**config.mk**
```make
export PLATFORM = sky130hd
export DESIGN_NAME = scie_fir_engine
export DESIGN_NICKNAME = d
export VERILOG_FILES = /design/src/rtl/scie_fir_engine.sv
export SDC_FILE = /design/constraint.sdc
export NUM_CORES = 2
export LEC_CHECK = 0
export ABC_CLOCK_PERIOD_IN_PS = 26900
export CAP_MARGIN = 10
export CORE_ASPECT_RATIO = 1.75
export CORE_MARGIN = 3
export CORE_UTILIZATION = 35
export DETAILED_ROUTE_END_ITERATION = 10
export GPL_TIMING_DRIVEN = 0
export RECOVER_POWER = 25
export SLEW_MARGIN = 20
export SYNTH_ARGS = -nofsm -noshare
export SYNTH_HDL_FRONTEND = slang
export SYNTH_SLANG_ARGS = --single-unit
export TNS_END_PERCENT = 10
```
**constraint.sdc**
```tcl
create_clock -name clock -period 26.9 [get_ports clock]
set_input_delay 2.69 -clock clock [delete_from_list [all_inputs] [get_ports clock]]
set_output_delay 2.69 -clock clock [all_outputs]
set_load 0.01 [all_outputs]
```
**src/rtl/scie_fir_engine.sv**
```systemverilog
// Parametrised FIR engine behind the SCIE custom-instruction interface.
// Each PUSH runs a sequential MAC over all taps; READ returns saturated, low or high result words.
module scie_fir_engine #(
    parameter int XLEN   = 32,
    parameter int DATA_W = 32,
    parameter int COEF_W = 32,
    parameter int NTAPS  = 8,
    parameter int ACC_W  = 64,
    parameter int SHIFT  = 0
) (
    input  logic            clock,
    input  logic            reset,
    input  logic            io_valid,
    input  logic [31:0]     io_insn,
    input  logic [XLEN-1:0] io_rs1,
    input  logic [XLEN-1:0] io_rs2,
    output logic            io_ready,
    output logic [XLEN-1:0] io_rd,
    output logic            io_rd_valid
);

    localparam int IDX_W  = $clog2(NTAPS);
    localparam int WIDE_W = (ACC_W > 2 * XLEN) ? ACC_W : 2 * XLEN;

    localparam logic [6:0] OP_SETCOEF = 7'h0B;
    localparam logic [6:0] OP_PUSH    = 7'h2B;
    localparam logic [6:0] OP_READ    = 7'h5B;
    localparam logic [6:0] OP_CLEAR   = 7'h7B;

    // Handshake: a command transfers on any rising edge where io_valid && io_ready;
    // io_ready is low only while the MAC sequence runs, and refused commands are dropped.
    typedef enum logic {
        ST_IDLE,
        ST_MAC
    } state_t;

    state_t state, state_next;

    logic signed [COEF_W-1:0] coef [NTAPS];
    logic signed [DATA_W-1:0] hist [NTAPS];
    logic [IDX_W-1:0]         tap;
    logic signed [ACC_W-1:0]  acc, acc_sum, result, coef_ext, data_ext;
    logic signed [WIDE_W-1:0] res_wide, res_shift;
    logic [XLEN-WIDE_W+WIDE_W-1:0] rd_next;
    logic [WIDE_W-XLEN:0]     sat_hi;
    logic                     accept, last_tap, sat_fits;
    logic [6:0]               opcode;
    logic [2:0]               funct3;
    logic                     unused_bits;

    assign opcode      = io_insn[6:0];
    assign funct3      = io_insn[14:12];
    assign io_ready    = (state == ST_IDLE);
    assign accept      = io_valid && io_ready;
    assign last_tap    = (tap == IDX_W'(NTAPS - 1));
    assign unused_bits = ^{io_insn[31:15], io_insn[11:7], io_rs1, io_rs2, res_wide, res_shift};

    always_ff @(posedge clock) begin
        if (reset) begin
            state <= ST_IDLE;
        end else begin
            state <= state_next;
        end
    end

    always_comb begin
        state_next = state;
        case (state)
            ST_IDLE: if (io_valid && opcode == OP_PUSH) state_next = ST_MAC;
            ST_MAC:  if (last_tap) state_next = ST_IDLE;
            default: state_next = ST_IDLE;
        endcase
    end

    always_comb begin
        coef_ext = {{(ACC_W - COEF_W){coef[tap][COEF_W-1]}}, coef[tap]};
        data_ext = {{(ACC_W - DATA_W){hist[tap][DATA_W-1]}}, hist[tap]};
        acc_sum  = acc + coef_ext * data_ext;
    end

    // Result is sign-extended to at least 2*XLEN so every read view slices one vector.
    always_comb begin
        res_wide  = WIDE_W'(result);
        res_shift = res_wide >>> SHIFT;
        sat_hi    = res_shift[WIDE_W-1:XLEN-1];
        sat_fits  = (&sat_hi) || !(|sat_hi);
        rd_next   = '0;
        case (funct3)
            3'd0: begin
                if (sat_fits) rd_next = res_shift[XLEN-1:0];
                else if (res_shift[WIDE_W-1]) rd_next = {1'b1, {(XLEN - 1){1'b0}}};
                else rd_next = {1'b0, {(XLEN - 1){1'b1}}};
            end
            3'd1:    rd_next = res_wide[XLEN-1:0];
            3'd2:    rd_next = res_wide[2*XLEN-1:XLEN];
            default: rd_next = '0;
        endcase
    end

    always_ff @(posedge clock) begin
        if (reset) begin
            for (int k = 0; k < NTAPS; k++) begin
                coef[k] <= '0;
                hist[k] <= '0;
            end
            tap         <= '0;
            acc         <= '0;
            result      <= '0;
            io_rd       <= '0;
            io_rd_valid <= 1'b0;
        end else begin
            io_rd_valid <= 1'b0;
            if (accept) begin
                case (opcode)
                    OP_SETCOEF: begin
                        if (io_rs2 < XLEN'(NTAPS)) coef[io_rs2[IDX_W-1:0]] <= io_rs1[COEF_W-1:0];
                    end
                    OP_PUSH: begin
                        for (int k = NTAPS - 1; k > 0; k--) hist[k] <= hist[k-1];
                        hist[0] <= io_rs1[DATA_W-1:0];
                        acc     <= '0;
                        tap     <= '0;
                    end
                    OP_READ: begin
                        io_rd       <= rd_next;
                        io_rd_valid <= 1'b1;
                    end
                    OP_CLEAR: begin
                        for (int k = 0; k < NTAPS; k++) hist[k] <= '0;
                        result <= '0;
                    end
                    default: ;
                endcase
            end
            if (state == ST_MAC) begin
                acc <= acc_sum;
                tap <= tap + IDX_W'(1);
                if (last_tap) result <= acc_sum;
            end
        end
    end

endmodule

```
==> results.md <==
- Vias in the first global route: 53260
- Hold Path Class: flip-flop to flip-flop
- Worst skew pair latency: 0.73 ns
- Syn Inst Count: 6435
- Violated checks: max-capacitance violations, max-slew violations
- Final Critical Period: 13.25 ns
- Root buffer cell: clkbuf_16
- Share of layout cells above drive strength 1: 6.436%
- Fin. Hold Viols: 0
- Worst Path Max Fanout: 10
- Critical path class: flip-flop to flip-flop
- CP max stage cell: dfxtp_1
- GRT Util Overall: 28.11%
- Die area: 202400 um^2
- EDFF count, synth: 512
- Final period utilization: 49.26%
- Postcts setup bufs: 0
- Max Clk Rate: 75.47 MHz
- 1st-pass router iterations: 6
- CP top delay family: adder cells
- Max-cap viol count: 6
- CP peak stage delay: 0.97 ns
- Post-synth top flop: edfxtp_1
- CTS tree: yes
- Final Max Slew Viols: 109
- Worst-Margin Slew: 1.913 ns
- Deepest clock path buffer count: 3
- DR iter-0 viols: 4468
- Vias: 49480
- GPL Wtd Cong: 0.9990
- Critical path data arrival time: 13.85 ns
- Setup violators final: 0
- Post-synth top cells: 1275 x inv_1, 1210 x fa_1, 669 x nand2_1, 570 x nor2_1, 555 x and2_1
- Synth area leaders: fa_1 35%, edfxtp_1 22%, inv_1 6.9%
- Via/cell ratio: 5.330
- CP startpoint kind: flip-flop
- Syn nets: 7964
- Sequential area share after synthesis: 27.20%
- Total grt overflow: 0
- Die span in y: 592.9 um
- Outcome: finished with violations
- Placement row count: 214
- Largest area contributor in the netlist: fa_1
- Number of synthesis warnings: 0
- DRC: 0
- Routed Antenna Nets: 0
- HPWL Detailed: 233000 um
- Area delta synth->final: 9.955%
- Syn avg cell area: 10.70 um^2
- Initial antenna violation count: 15
- WL final: 283300 um
- WL per Instance: 30.52 um
- Core area: 194900 um^2
- TritonCTS Sinks: 680
- H-tree depth: 2
- CTS clk-pin slew, worst paths: 0.07 ns
- I/O Buffers: 108
- RSZ-0062 raised after global routing: false
- Hold buffer count at CTS: 0
- Most common cell in the netlist: inv_1
- FF+latch count, synth: 680
- Die extent in x: 341.4 um
- Crit. End Element: flip-flop
- Initial cell density of the core: 35.34%
- Largest net degree at the start of global routing: 33
- Clk_skew: 0.04467 ns
- Asr flop ratio synth: 0%
- Post-cts gate resize count: 0
- # IOs: 133
- Final #Nets: 8158
- Global-route wire length before repair: 394300 um
- Post-Syn Area: 68890 um^2
- Top-area cell type share of the netlist area: 35.16%
- CP required: 27.50 ns
- CP Buf/Inv Count: 8
- Synth cell types: 77
- Slew headroom: -27.81%
- Crit path top cell by count: fa_1
- Fin Setup TNS: 0 ns
- CTS Buf Count: 61
[kinds of logic after synthesis]
logic type	count (synthesis)	share of synthesized area, %
compound gates	451	4.690
xor+xnor	68	0.8646
fa+ha+maj	1430	39.16
buf+inv	1586	8.697
flops	680	27.20
mux	239	5.894
simple gates	1981	13.49
[cells in the final DEF, fill, tap and decap left out, types with 36 or more instances in the layout]
cell and count:
a21o_1 39, a21oi_1 121, a22o_1 45, a22oi_1 45
and2_0 52, and2_1 503, clkbuf_1 275, clkbuf_16 61
clkdlybuf4s50_1 72, dfxtp_1 168, dlygate4sd3_1 36, edfxtp_1 512
fa_1 1210, ha_1 220, inv_1 1271, mux2_2 53
mux4_2 128, nand2_1 668, nor2_1 570, o21ai_0 49
xnor2_1 47
[worst paths after layout]
path	from	to	slack [ns]	cells after the start
setup / recovery	flip-flop	res_shift[50]	13.65	28
hold / removal	acc[61]	acc[61]	0.45	2
setup reg to reg	flip-flop	res_shift[50]	13.65	28
hold reg to reg	acc[61]	acc[61]	0.45	2
[tightest hold or removal path, stage by stage, from the launching register on]
cell and delay (ns):
dfxtp_1 0.32, nand2_1 0.05, nand2_1 0.04
[through the flow]
step / util [%] / cell area, um^2 / setup WS, ns / hold WS, ns / cells
finish: 38.86 / 75740 / 13.65 / 0.4505 / 9284
global placement: 37.56 / 73210 / 11.34 / 0.4353 / 9135
CTS: 38.89 / 75810 / 14.26 / 0.4533 / 9273
detailed placement: 37.86 / 73800 / 14.28 / 0.4411 / 9158
global route: 38.85 / 75730 / 13.81 / 0.4755 / 9279
floorplan: - / 68890 / 15.68 / 0.4156 / 6435
[registers in the layout, summed over array words and instances (netlist names), named ones only]
register,flops
res_shift,64
acc,64
coef,256
tap,3
hist,256
state,1
io_rd_valid,1
io_rd,32
[per-layer routing]
layer | GRT usage, % | wire, um | up-vias
met1 | 28.78 | 90810 | 26120
met4 | 24.74 | 31630 | 6
met3 | 3.305 | 14320 | 849
met5 | 0 | 45 | -
met2 | 50.48 | 146500 | 2104
li1 | - | - | 20410
[area by class of cell]
| type | instances | area (um^2) |
|---|---|---|
| repair buffers | 131 | 1390 |
| well taps | 2592 | 3243 |
| diodes | 11 | 27.53 |
| inverters | 1275 | 4786 |
| plain buffers | 311 | 1226 |
| fillers | 19390 | 119200 |
| clock buffers | 76 | 1593 |
| clock inverters | 39 | 420.4 |
| flip-flops and latches | 680 | 18740 |
| multi-input cells | 4169 | 44320 |
Power is left out: the tool's default activity adds up to more than one toggle a clock period on the data nets, which glitch-free logic cannot reach.
